<file path="src/rtl/cdb_broadcast_scheduler.sv">
`default_nettype none
// +--------------------------------------------------------------------------+
// | cdb_broadcast_scheduler                                                  |
// | Buffers FU results per unit and grants one head per cycle onto the CDB.  |
// | Revision: 1.0                                                            |
// +--------------------------------------------------------------------------+
module cdb_broadcast_scheduler #(
   parameter int DEPTH        = 2,
   parameter int STARVE_LIMIT = 4,
   parameter int STALL_THRESH = 3
) (
   input  logic        clk,
   input  logic        reset,
   input  logic        en,
   input  logic [7:0]  mul_tag,
   input  logic [31:0] mul_data,
   output logic        mul_ready,
   input  logic [7:0]  add_tag,
   input  logic [31:0] add_data,
   output logic        add_ready,
   input  logic [7:0]  mem_tag,
   input  logic [31:0] mem_data,
   output logic        mem_ready,
   output logic [7:0]  cdb_tag,
   output logic [31:0] cdb_data,
   output logic [1:0]  cdb_src,
   output logic        dispatch_stall
);

   localparam int c_cw = $clog2(DEPTH + 1);
   localparam int c_pw = (DEPTH > 1) ? $clog2(DEPTH) : 1;
   localparam int c_ww = $clog2(STARVE_LIMIT + 1);
   localparam int c_sw = c_cw + 2;
   localparam logic [c_cw-1:0] c_depth = c_cw'(DEPTH);
   localparam logic [c_pw-1:0] c_last  = c_pw'(DEPTH - 1);
   localparam logic [c_ww-1:0] c_limit = c_ww'(STARVE_LIMIT);
   localparam logic [c_sw-1:0] c_thresh = c_sw'(STALL_THRESH);

   // Unit index 0 = mul, 1 = add, 2 = mem; this order is also the priority order.
   logic [2:0][7:0]       in_tag;
   logic [2:0][31:0]      in_data;
   logic [2:0][7:0]       head_tag;
   logic [2:0][31:0]      head_data;
   logic [2:0][c_cw-1:0]  cnt;
   logic [2:0]            ready, push, elig, starved, grant;
   logic [c_sw-1:0]       total;

   logic [7:0]  cdb_tag_q;
   logic [31:0] cdb_data_q;
   logic [1:0]  cdb_src_q;

   assign in_tag  = {mem_tag, add_tag, mul_tag};
   assign in_data = {mem_data, add_data, mul_data};

   for (genvar u = 0; u < 3; u++) begin : g_unit
      logic [7:0]      tag_mem  [DEPTH];
      logic [31:0]     data_mem [DEPTH];
      logic [c_pw-1:0] wr_q, wr_d, rd_q, rd_d;
      logic [c_cw-1:0] cnt_q, cnt_d;
      logic [c_ww-1:0] wait_q, wait_d;

      assign cnt[u]       = cnt_q;
      assign ready[u]     = (cnt_q < c_depth);
      assign push[u]      = in_tag[u][7] & ready[u];
      assign elig[u]      = (cnt_q != '0) & en;
      assign starved[u]   = elig[u] & (wait_q >= c_limit);
      assign head_tag[u]  = tag_mem[rd_q];
      assign head_data[u] = data_mem[rd_q];

      always_comb begin
         wr_d   = wr_q;
         rd_d   = rd_q;
         cnt_d  = cnt_q;
         wait_d = wait_q;
         if (push[u]) wr_d = (wr_q == c_last) ? '0 : wr_q + 1'b1;
         if (grant[u]) rd_d = (rd_q == c_last) ? '0 : rd_q + 1'b1;
         unique case ({push[u], grant[u]})
            2'b10:   cnt_d = cnt_q + 1'b1;
            2'b01:   cnt_d = cnt_q - 1'b1;
            default: cnt_d = cnt_q;
         endcase
         // Wait age is frozen while broadcasting is disabled.
         if (en) begin
            if (grant[u] || cnt_q == '0) wait_d = '0;
            else if (wait_q < c_limit)   wait_d = wait_q + 1'b1;
         end
      end

      always_ff @(posedge clk) begin
         if (push[u]) begin
            tag_mem[wr_q]  <= in_tag[u];
            data_mem[wr_q] <= in_data[u];
         end
      end

      always_ff @(posedge clk or negedge reset) begin
         if (!reset) begin
            wr_q   <= '0;
            rd_q   <= '0;
            cnt_q  <= '0;
            wait_q <= '0;
         end else begin
            wr_q   <= wr_d;
            rd_q   <= rd_d;
            cnt_q  <= cnt_d;
            wait_q <= wait_d;
         end
      end
   end

   always_comb begin
      grant = '0;
      if (|starved) begin
         if (starved[0])      grant = 3'b001;
         else if (starved[1]) grant = 3'b010;
         else                 grant = 3'b100;
      end else begin
         if (elig[0])         grant = 3'b001;
         else if (elig[1])    grant = 3'b010;
         else if (elig[2])    grant = 3'b100;
      end
   end

   always_ff @(posedge clk or negedge reset) begin
      if (!reset) begin
         cdb_tag_q  <= '0;
         cdb_data_q <= '0;
         cdb_src_q  <= '0;
      end else if (grant[0]) begin
         cdb_tag_q  <= head_tag[0];
         cdb_data_q <= head_data[0];
         cdb_src_q  <= 2'd1;
      end else if (grant[1]) begin
         cdb_tag_q  <= head_tag[1];
         cdb_data_q <= head_data[1];
         cdb_src_q  <= 2'd2;
      end else if (grant[2]) begin
         cdb_tag_q  <= head_tag[2];
         cdb_data_q <= head_data[2];
         cdb_src_q  <= 2'd3;
      end else begin
         cdb_tag_q  <= '0;
         cdb_data_q <= '0;
         cdb_src_q  <= '0;
      end
   end

   assign total          = c_sw'(cnt[0]) + c_sw'(cnt[1]) + c_sw'(cnt[2]);
   assign dispatch_stall = (total >= c_thresh) | (cnt[0] == c_depth) |
                           (cnt[1] == c_depth) | (cnt[2] == c_depth);

   assign mul_ready = ready[0];
   assign add_ready = ready[1];
   assign mem_ready = ready[2];
   assign cdb_tag   = cdb_tag_q;
   assign cdb_data  = cdb_data_q;
   assign cdb_src   = cdb_src_q;

endmodule
`default_nettype wire

</file>
<file path="config.mk">
export PLATFORM = sky130hd
export DESIGN_NAME = cdb_broadcast_scheduler
export DESIGN_NICKNAME = d
export VERILOG_FILES = /design/src/rtl/cdb_broadcast_scheduler.sv
export SDC_FILE = /design/constraint.sdc
export NUM_CORES = 1
export LEC_CHECK = 0
export ABC_CLOCK_PERIOD_IN_PS = 2800
export BUFFER_PORTS_ARGS = -buffer_cell sky130_fd_sc_hd__buf_2
export CAP_MARGIN = 20
export CORE_MARGIN = 3
export CORE_UTILIZATION = 42
export DETAILED_ROUTE_END_ITERATION = 10
export PLACE_DENSITY_LB_ADDON = 0.25
export SLEW_MARGIN = 10
export SYNTH_ARGS = -nofsm -noshare
export SYNTH_HDL_FRONTEND = slang
export SYNTH_SLANG_ARGS = --single-unit
</file>
<file path="constraint.sdc">
create_clock -name clk -period 2.8 [get_ports clk]
set_input_delay 0.42 -clock clk [delete_from_list [all_inputs] [get_ports clk]]
set_output_delay 0.42 -clock clk [all_outputs]
set_load 0.01 [all_outputs]
</file>
==> results of run 1 <==
==> metal layers <==
| metal | wire length, um | part of all wire [%] | track usage (%) |
|---|---|---|---|
| met1 | 11300 | 44 | 22.6 |
| met2 | 12400 | 48 | 28.1 |
| met4 | 514 | 2.0 | 4.99 |
| met5 | 14 | 0.054 | 0 |
| met3 | 1550 | 6.0 | 3.71 |
==> cell usage in the layout (no fill, tap or decap), types with 3 or more instances in the layout <==
cell,instances
nor2_4,4
xnor2_1,14
buf_2,167
diode_2,4
buf_4,17
clkbuf_8,5
and3_2,3
o21ai_0,3
mux2i_1,121
edfxtp_1,240
inv_1,9
buf_12,8
nand2_1,8
o21a_1,3
clkbuf_1,14
dfrtp_1,56
a32oi_1,40
ha_1,7
a21oi_1,8
clkbuf_16,37
mux2_2,41
nor2_1,46
dfrtp_2,7
==> through the flow <==
stage	util, %	area [um2]	total power, mW	worst slack, ps	std cells
3_3_place_gp	48.3	13200	10.8	542	1193
5_1_grt	52.4	14300	15.9	15.4	1258
4_1_cts	52.3	14300	15.3	4.96	1255
3_5_place_dp	48.3	13200	10.9	548	1193
2_1_floorplan	-	11900	9.49	562	675
6_report	52.4	14300	15.1	84.3	1261
==> cell families (layout without fill, tap and decap cells) <==
logic type / count (synthesis) / count (layout) / synth area share (%)
mux: 162 / 162 / 14.1
compound gates: 70 / 70 / 4.70
xor+xnor: 15 / 15 / 1.11
fa+ha+maj: 9 / 9 / 1.08
simple gates: 64 / 64 / 2.27
other cells: 0 / 4 / 0
buf+inv: 52 / 262 / 2.64
flops: 303 / 303 / 74.1
==> timing repair <==
item | CTS | global route
setup buffers | 1 | 2
resized for setup | 2 | 2
endpoints found under the setup margin | 1 | 1
==> path summary, 6_finish.rpt <==
path	start	to	slack [ps]	depth (start not counted)
setup / recovery	g_unit[2].cnt_q[1]	dispatch_stall	80	5
hold / removal	reset	cdb_data[28]	60	1
setup reg to reg	g_unit[0].cnt_q[1]	g_unit[1].cnt_q[1]	750	8
hold reg to reg	g_unit[0].wait_q[0]	g_unit[0].wait_q[0]	490	1
max in group asynchronous	reset	g_unit[0].rd_q	2100	1
min in group clk	mem_tag[2]	g_unit[2].tag_mem[1][2]	100	1
==> registers in the layout, indices dropped and copies added (netlist names) <==
name             count
cdb_tag              8
cdb_src              2
g_unit.tag_mem      48
cdb_data            32
g_unit.cnt_q         6
g_unit.wr_q          3
g_unit.rd_q          3
g_unit.wait_q        9
g_unit.data_mem    192
==> area by class of cell <==
cell class | count | share of cell area, %
inverters | 9 | 0.236
clock buffers | 56 | 7.31
diodes | 4 | 0.0699
clock inverters | 5 | 0.376
well taps | 372 | 3.25
flip-flops and latches | 303 | 61.4
multi-input cells | 320 | 19.5
repair buffers | 192 | 7.84
==> critical path, cell delays in order (launching register included) <==
cell	delay, ps
dfrtp_2	470
fa_1	470
ha_1	310
a222oi_1	230
o211ai_1	150
buf_2	170
==> power by group <==
group	leakage (nW)	internal (mW)	total [mW]	switching (mW)
Sequential	3.00	5.96	6.48	0.516
Combinational	2.03	1.84	4.31	2.47
Clock	0.535	2.64	4.29	1.65
==> out/summary.txt, run 1 <==
========================================================================================
TritonCTS Buffers                                                                     34
DRC viols                                                                              0
Final sum of negative setup slack                                                   0 ps
Total congestion overflow                                                              0
Clock tree sinks                                                                     303
Vias per inst                                                                       5.13
CTS H-Tree Depth                                                                       2
Measured slew at the worst slew-check pin                                         910 ps
Critical Path Sink Type                                                       output pin
Antenna Nets Post-Route                                                                0
Quantity of hold-fixing buffers added after cts                                        0
Layout Area Growth over Synthesis                                                  20.8%
Share of flip-flops with an asynchronous set or reset after synthesis              20.8%
I/O Pins                                                                             169
Width of the die                                                                  174 um
First-pass GRT wire length                                                     39,100 um
Area taken by flip-flops and latches                                         0.00879 mm2
Achievable clock frequency                                                       368 MHz
Area used by multi-input combinational logic                                 0.00280 mm2
Number of warnings issued by yosys                                                     0
Number of endpoints with negative hold slack in the final report                       0
Via Count                                                                          6,470
Leading cell types by count after synthesis                                 240 x edfxtp_1, 121 x mux2i_1, 63 x dfrtp_1
IO buf count                                                                         168
Worst slew margin                                                                  39.3%
Register area share after synthesis                                                74.1%
Setup-failing EPs final                                                                0
Total half-perimeter wirelength after legalization and detailed placement      16,200 um
Vias in the first global route                                                     6,712
Cell chosen for the clock root                                                 clkbuf_16
Initial antenna violation count                                                        3
Unrepaired setup endpoints after global routing                                    false
Full die area                                                                 0.0303 mm2
Net count after synthesis                                                            807
Cell type contributing the most total cell area after synthesis                 edfxtp_1
Final #Nets                                                                          992
Post-synth top area share                                                          60.8%
Clock latency reported for the late side of the worst-skew pair                   510 ps
Worst setup path class                                                        reg -> out
Yosys reg bits                                                                       303
Fraction of final layout cells sized beyond drive strength 1                       34.2%
Path category of the worst min-delay check                                   in -> async
Clock slew seen by the registers of the worst setup and hold paths                 50 ps
Highest fanout seen on the critical path                                               6
Area of the core                                                              0.0273 mm2
Critical Path AT                                                                 2300 ps
Number of fill cells                                                               2,278
Avg Synthesized Cell Area                                                       17.6 um2
Buffer levels on the longest clock path                                                3
Violation count after the first detailed-route iteration                             322
Critical Path Source Type                                                           flop
# rows                                                                                60
Global routing usage summed across all routing layers                              16.9%
Worst hold-check slack                                                           62.2 ps
Cell types occupying the most area after synthesis                          edfxtp_1 61%, dfrtp_1 13%, mux2i_1 10%
Starting density of the core                                                       43.4%
Time the worst path needs with I/O delays and setup                              2720 ps
Peak supply drop                                                                0.557 mV
Number of synthesized flops with an enable pin                                       240
Synth cell types                                                                      35
Period utilisation layout                                                          97.0%
Total routed wirelength                                                        25,800 um
Height of the chip                                                                174 um
Largest net degree at the start of global routing                                     64
Run status                                                                  finished clean
Length of the first detailed-routing pass in iterations                                5
Power density normalized to cell area                                        1050 mW/mm2
Max Slew Vio Count                                                                     0
Clock tree from TritonCTS                                                            yes
Syn Inst Count                                                                       675
Leakage power summed over all cells                                              5.57 nW
Flip-flop cell with the highest count after synthesis                           edfxtp_1
Post-synthesis cell area                                                      0.0119 mm2
Clock Skew                                                                       18.7 ps
Count leader, synth                                                             edfxtp_1
Average wire per standard cell                                                   20.5 um
Max_cap viols                                                                          0
Data required time at the worst endpoint                                         2380 ps
Final Wtd Congestion                                                               0.798
========================================================================================
No activity file was read; power rests on OpenSTA's default activity.
==> run 2: changes to the inputs <==
--- a/config.mk
+++ b/config.mk
@@ -12,6 +12,7 @@
 export CORE_UTILIZATION = 42
 export DETAILED_ROUTE_END_ITERATION = 10
 export PLACE_DENSITY_LB_ADDON = 0.25
+export RECOVER_POWER = 100
 export SLEW_MARGIN = 10
 export SYNTH_ARGS = -nofsm -noshare
 export SYNTH_HDL_FRONTEND = slang
==> run 2 against run 1 <==
Net effect: the flow now finishes with violations (capacitance limit, slew limit); critical endpoint unchanged; die area unchanged; via count up 0.25%; flip-flop and latch count unchanged; critical path type unchanged; worst hold slack better by 34 ps; final area down 1.7%.
==> out/summary.txt, run 2 (same netlist as run 1, synthesis figures left out) <==
========================================================================================
List of cells traversed by the critical path                                fa_1, ha_1, a222oi_1, o211ai_1, clkbuf_2   was fa_1, ha_1, a222oi_1, o211ai_1, buf_2
Power density normalized to cell area                                        1060 mW/mm2   was 1050 mW/mm2
First-pass GRT wire length                                                     39,100 um   unchanged
Leading cell type in the layout, fill and taps excluded                         edfxtp_1   unchanged
Measured slew at the worst slew-check pin                                        1790 ps   was 910 ps
Average wire per standard cell                                                   20.6 um   was 20.5 um
Clock latency reported for the late side of the worst-skew pair                   510 ps   about the same
Critical Path Slowest Stage Cell                                                 dfrtp_2   unchanged
Count of buffer and inverter cells on the critical path                                1   unchanged
Length of the first detailed-routing pass in iterations                                5   unchanged
Max_cap viols                                                                          2   was 0
Reg-to-reg setup timing slack                                                     200 ps   was 750 ps
CTS H-Tree Depth                                                                       2   unchanged
Initial antenna violation count                                                        2   was 3
Vias per inst                                                                       5.15   was 5.13
Critical Path Stages                                                                   5   unchanged
Critical Path Sink Type                                                       output pin   unchanged
I/O Pins                                                                             169   unchanged
Critical Path AT                                                                 2290 ps   was 2300 ps
Width of the die                                                                  174 um   unchanged
Achievable clock frequency                                                       369 MHz   was 368 MHz
Vias in the first global route                                                     6,712   unchanged
Setup-failing EPs final                                                                0   unchanged
Setup ws final                                                                   91.0 ps   was 84.3 ps
Largest net degree at the start of global routing                                     64   unchanged
Worst slack at placement                                                          548 ps   unchanged
TritonCTS Buffers                                                                     34   unchanged
Total routed wirelength                                                        25,900 um   was 25,800 um
Capturing element of the worst setup path                                   dispatch_stall   unchanged
Buffer levels on the longest clock path                                                3   unchanged
Path category of the worst min-delay check                                     in -> reg   was in -> async
Worst slew margin                                                                 -19.5%   was 39.3%
Starting density of the core                                                       43.4%   unchanged
Final #Nets                                                                          992   unchanged
Clock tree sinks                                                                     303   unchanged
Via Count                                                                          6,486   was 6,470
Peak supply drop                                                                0.552 mV   was 0.557 mV
Total half-perimeter wirelength after legalization and detailed placement      16,200 um   unchanged
Time the worst path needs with I/O delays and setup                              2710 ps   was 2720 ps
Layout Area Growth over Synthesis                                                  18.8%   was 20.8%
Critical Path Source Type                                                           flop   unchanged
Clock Skew                                                                       18.7 ps   about the same
Max Slew Vio Count                                                                    92   was 0
Fraction of final layout cells sized beyond drive strength 1                       20.7%   was 34.2%
Cell chosen for the clock root                                                 clkbuf_16   unchanged
Leakage power summed over all cells                                              5.20 nW   was 5.57 nW
Clock tree from TritonCTS                                                            yes   unchanged
Clock slew seen by the registers of the worst setup and hold paths                 60 ps   was 50 ps
Top library cells by usage in the layout, fill and taps aside               240 x edfxtp_1, 126 x clkbuf_1, 121 x mux2i_1   was 240 x edfxtp_1, 167 x buf_2, 121 x mux2i_1
Worst path max stage delay                                                        460 ps   was 470 ps
Final sum of negative setup slack                                                   0 ps   unchanged
Global routing usage summed across all routing layers                              16.9%   unchanged
Register with the most flip-flops                                           g_unit.data_mem   unchanged
Violation count after the first detailed-route iteration                             378   was 322
Unrepaired setup endpoints after global routing                                    false   unchanged
Run status                                                                  complete, but fails checks   was finished clean
Total congestion overflow                                                              0   unchanged
Full die area                                                                 0.0303 mm2   unchanged
Number of fill cells                                                               2,337   was 2,278
Setup crit start                                                            g_unit[2].cnt_q[1]   unchanged
DRC viols                                                                              0   unchanged
Failing checks                                                              capacitance limit, slew limit
Worst r2r dst                                                                cdb_data[1]   was g_unit[1].cnt_q[1]
Antenna Nets Post-Route                                                                0   unchanged
Worst setup path class                                                        reg -> out   unchanged
Highest fanout seen on the critical path                                               6   unchanged
Final Wtd Congestion                                                               0.798   unchanged
Cell family contributing the most delay on the critical path                 adder cells   unchanged
Length in cells of the worst reg-to-reg path                                           5   was 8
Number of endpoints with negative hold slack in the final report                       0   unchanged
Data required time at the worst endpoint                                         2380 ps   about the same
# rows                                                                                60   unchanged
Area of the core                                                              0.0273 mm2   unchanged
Height of the chip                                                                174 um   unchanged
Flip-flop count of the largest register after layout                                 192   unchanged
Startpoint of the most critical register-to-register path                   g_unit[2].cnt_q[0]   was g_unit[0].cnt_q[1]
Period utilisation layout                                                          96.8%   was 97.0%
Worst hold-check slack                                                           96.4 ps   was 62.2 ps
IO buf count                                                                         168   unchanged
========================================================================================
-- run 2: cell count changes in the layout (fill, tap and decap cells not counted), sizes merged --
cell,change
buf,-122
clkbuf,+122
diode,-1
-- run 2: worst min path at each step --
stage	end	cells past startpoint	slack (ps)	startpoint
floorplan	cdb_data[0]	0	120	reset
global placement	g_unit[0].wait_q[0]	1	470	g_unit[0].wait_q[0]
detailed placement	g_unit[0].wait_q[0]	1	480	g_unit[0].wait_q[0]
CTS	g_unit[2].tag_mem[0][2]	1	70	mem_tag[2]
global route	g_unit[0].tag_mem[1][6]	1	70	mul_tag[6]
finish	g_unit[2].tag_mem[1][2]	1	100	mem_tag[2]
-- run 2: metal layers --
layer | GRT usage (%) | wire length [um] | part of all wire, %
met3 | 3.71 | 1530 | 5.9
met5 | 0 | 7 | 0.027
met4 | 4.99 | 557 | 2.2
met2 | 28.1 | 12500 | 48
met1 | 22.6 | 11300 | 44
-- run 2: repair_timing --
action                     CTS  global route
hold buffers                 0             0
setup endpoints to repair    1             1
pin swaps                    0             0
gates resized for setup      2             2
buffers inserted             1             2
-- run 2: final cells by class --
cell class | instances | area [um2] | area share (%)
Inverter | 9 | 33.8 | 0.240
Multi-Input combinational cell | 320 | 2770 | 19.7
Clock buffer | 56 | 1050 | 7.44
Timing Repair Buffer | 192 | 910 | 6.46
Clock inverter | 5 | 53.8 | 0.382
Sequential cell | 303 | 8790 | 62.5
Antenna cell | 3 | 7.51 | 0.0533
Tap cell | 372 | 465 | 3.31
-- run 2: report_power, final --
| group | switching, mW | total, mW | internal (mW) | leakage [nW] |
|---|---|---|---|---|
| clock | 1.65 | 4.29 | 2.64 | 0.535 |
| combinational | 2.46 | 4.14 | 1.68 | 1.66 |
| sequential | 0.509 | 6.49 | 5.98 | 3.00 |
-- run 2: stage by stage --
step | total power [mW] | cells | util [%] | cell area (um2)
floorplan | 9.49 | 675 | - | 11900
global placement | 10.8 | 1193 | 48.3 | 13200
detailed placement | 10.9 | 1193 | 48.3 | 13200
CTS | 15.3 | 1255 | 52.3 | 14300
global route | 15.7 | 1258 | 51.5 | 14100
finish | 14.9 | 1260 | 51.5 | 14100
==> run 3: changes to the inputs <==
--- a/config.mk
+++ b/config.mk
@@ -11,6 +11,7 @@
 export CORE_MARGIN = 3
 export CORE_UTILIZATION = 42
 export DETAILED_ROUTE_END_ITERATION = 10
+export MAX_ROUTING_LAYER = met4
 export PLACE_DENSITY_LB_ADDON = 0.25
 export RECOVER_POWER = 100
 export SLEW_MARGIN = 10
==> run 3 against run 2 <==
Net effect: the flow still finishes with violations (capacitance limit, slew limit); combinational power is essentially flat; sequential power about the same; register-to-register slack is essentially flat; worst hold slack about the same; cell count decreased by 0.16%; first-iteration DRC count down 9.8%; via count is the same; count of clock-buffer cells in the layout unchanged; critical endpoint unchanged; largest power group unchanged; highest routed layer is now met4.
==> out/summary.txt, run 3 (same netlist as run 1, synthesis figures left out) <==
========================================================================================
Width of the die                                                                  174 um   unchanged
Global routing usage summed across all routing layers                              17.5%   was 16.9%
Area of the core                                                              0.0273 mm2   unchanged
IO buf count                                                                         168   unchanged
Violation count after the first detailed-route iteration                             341   was 378
Path category of the worst min-delay check                                     in -> reg   unchanged
Register with the most flip-flops                                           g_unit.data_mem   unchanged
Worst setup path class                                                        reg -> out   unchanged
Full die area                                                                 0.0303 mm2   unchanged
Critical Path AT                                                                 2310 ps   was 2290 ps
Reg-to-reg setup timing slack                                                     210 ps   was 200 ps
Number of endpoints with negative hold slack in the final report                       0   unchanged
Peak supply drop                                                                0.550 mV   was 0.552 mV
Leakage power summed over all cells                                              5.19 nW   was 5.20 nW
Critical Path Source Type                                                           flop   unchanged
Clock tree from TritonCTS                                                            yes   unchanged
Length in cells of the worst reg-to-reg path                                           5   unchanged
Vias per inst                                                                       5.16   was 5.15
# rows                                                                                60   unchanged
Period utilisation layout                                                          97.6%   was 96.8%
Final #Nets                                                                          990   was 992
Vias in the first global route                                                     6,708   was 6,712
Time the worst path needs with I/O delays and setup                              2730 ps   was 2710 ps
List of cells traversed by the critical path                                fa_1, ha_1, a222oi_1, o211ai_1, buf_2   was fa_1, ha_1, a222oi_1, o211ai_1, clkbuf_2
Area used by multi-input combinational logic                                 0.00277 mm2   unchanged
Startpoint of the most critical register-to-register path                   g_unit[2].cnt_q[0]   unchanged
Measured slew at the worst slew-check pin                                        1800 ps   was 1790 ps
Starting density of the core                                                       43.4%   unchanged
Clock slew seen by the registers of the worst setup and hold paths                 60 ps   about the same
Max_cap viols                                                                          2   unchanged
Via Count                                                                          6,486   unchanged
Antenna Nets Post-Route                                                                0   unchanged
Initial antenna violation count                                                        2   unchanged
Fraction of final layout cells sized beyond drive strength 1                       20.5%   was 20.7%
Flip-flop count of the largest register after layout                                 192   unchanged
DRC viols                                                                              0   unchanged
Area taken by flip-flops and latches                                         0.00879 mm2   unchanged
Buffer levels on the longest clock path                                                3   unchanged
Total congestion overflow                                                              0   unchanged
Highest fanout seen on the critical path                                               7   was 6
Critical Path Slowest Stage Cell                                                    fa_1   was dfrtp_2
Largest net degree at the start of global routing                                     64   unchanged
Worst slew margin                                                                 -20.3%   was -19.5%
Clock Skew                                                                       17.8 ps   was 18.7 ps
Total half-perimeter wirelength after legalization and detailed placement      16,200 um   unchanged
Setup-failing EPs final                                                                0   unchanged
Run status                                                                  complete, but fails checks   unchanged
Height of the chip                                                                174 um   unchanged
Achievable clock frequency                                                       366 MHz   was 369 MHz
Worst r2r dst                                                                cdb_data[1]   unchanged
Leading cell type in the layout, fill and taps excluded                         edfxtp_1   unchanged
Total routed wirelength                                                        25,900 um   about the same
Failing checks                                                              capacitance limit, slew limit   unchanged
Source of the worst hold timing path                                          mem_tag[2]   unchanged
Worst hold-check slack                                                           96.7 ps   was 96.4 ps
Cell chosen for the clock root                                                 clkbuf_16   unchanged
Layout Area Growth over Synthesis                                                  18.6%   was 18.8%
Clock tree sinks                                                                     303   unchanged
Top library cells by usage in the layout, fill and taps aside               240 x edfxtp_1, 126 x clkbuf_1, 121 x mux2i_1   unchanged
Setup crit start                                                            g_unit[1].cnt_q[1]   was g_unit[2].cnt_q[1]
Cell area after layout                                                        0.0141 mm2   about the same
Unrepaired setup endpoints after global routing                                    false   unchanged
Worst path max stage delay                                                        480 ps   was 460 ps
Final Total Pwr                                                                  14.9 mW   about the same
CTS H-Tree Depth                                                                       2   unchanged
I/O Pins                                                                             169   unchanged
Final sum of negative setup slack                                                   0 ps   unchanged
Critical Path Sink Type                                                       output pin   unchanged
Number of fill cells                                                               2,339   was 2,337
First-pass GRT wire length                                                     39,100 um   about the same
TritonCTS Buffers                                                                     34   unchanged
Data required time at the worst endpoint                                         2380 ps   about the same
Max Slew Vio Count                                                                    92   unchanged
Length of the first detailed-routing pass in iterations                                5   unchanged
Average wire per standard cell                                                   20.6 um   about the same
Power density normalized to cell area                                        1060 mW/mm2   about the same
Placed cell areas                                                             0.0132 mm2   unchanged
Clock latency reported for the late side of the worst-skew pair                   510 ps   about the same
Final Wtd Congestion                                                               0.810   was 0.798
Capturing element of the worst setup path                                   dispatch_stall   unchanged
========================================================================================
-- run 3: worst min path at each step --
stage,to,slack [ps],cells after the start
CTS,g_unit[2].tag_mem[0][2],70,1
detailed placement,g_unit[0].wait_q[0],480,1
global route,g_unit[0].tag_mem[1][6],80,1
finish,g_unit[2].tag_mem[1][2],100,1
global placement,g_unit[0].wait_q[0],470,1
floorplan,cdb_data[0],120,0
-- run 3: routing by layer --
layer	up-vias	GRT usage [%]	routed length (um)
met3	39	3.32	1370
met4	0	4.99	500
met2	199	28.1	12500
li1	2976	-	-
met5	-	-	0
met1	3272	22.8	11600
-- run 3: stage by stage --
stage                     cells  util [%]  setup WS [ps]
after floorplan             675         -            562
after global placement     1193      48.3            542
after detailed placement   1193      48.3            548
after CTS                  1255      52.3           4.96
after global routing       1257      51.4           1.90
final                      1258      51.5           68.2
-- run 3: where the power goes --
part	internal [mW]	switching, mW	leakage, nW
registers	5.98	0.513	3.00
logic	1.66	2.45	1.65
clock network	2.64	1.66	0.535
total	10.3	4.62	5.19
-- run 3: layout make-up --
type | instances | share of cell area (%)
clock inverter | 5 | 0.383
sequential | 303 | 62.5
multi-input combinational | 320 | 19.7
clock buffer | 56 | 7.45
inverter | 9 | 0.240
timing repair buffer | 190 | 6.35
antenna | 3 | 0.0534
tap | 372 | 3.31
-- run 3: worst max-delay path: cells and delay by family, from the launching register on --
kind,cells,cell delay [ps]
buffers and inverters,1,170
DFF,1,450
adders and majority gates,2,790
AOI/OAI and AO/OA,2,390
-- run 3: timing repair --
item,in CTS,in global routing
resized for setup,2,2
setup buffers,1,0
hold buffers,0,0
setup endpoints to repair,1,1
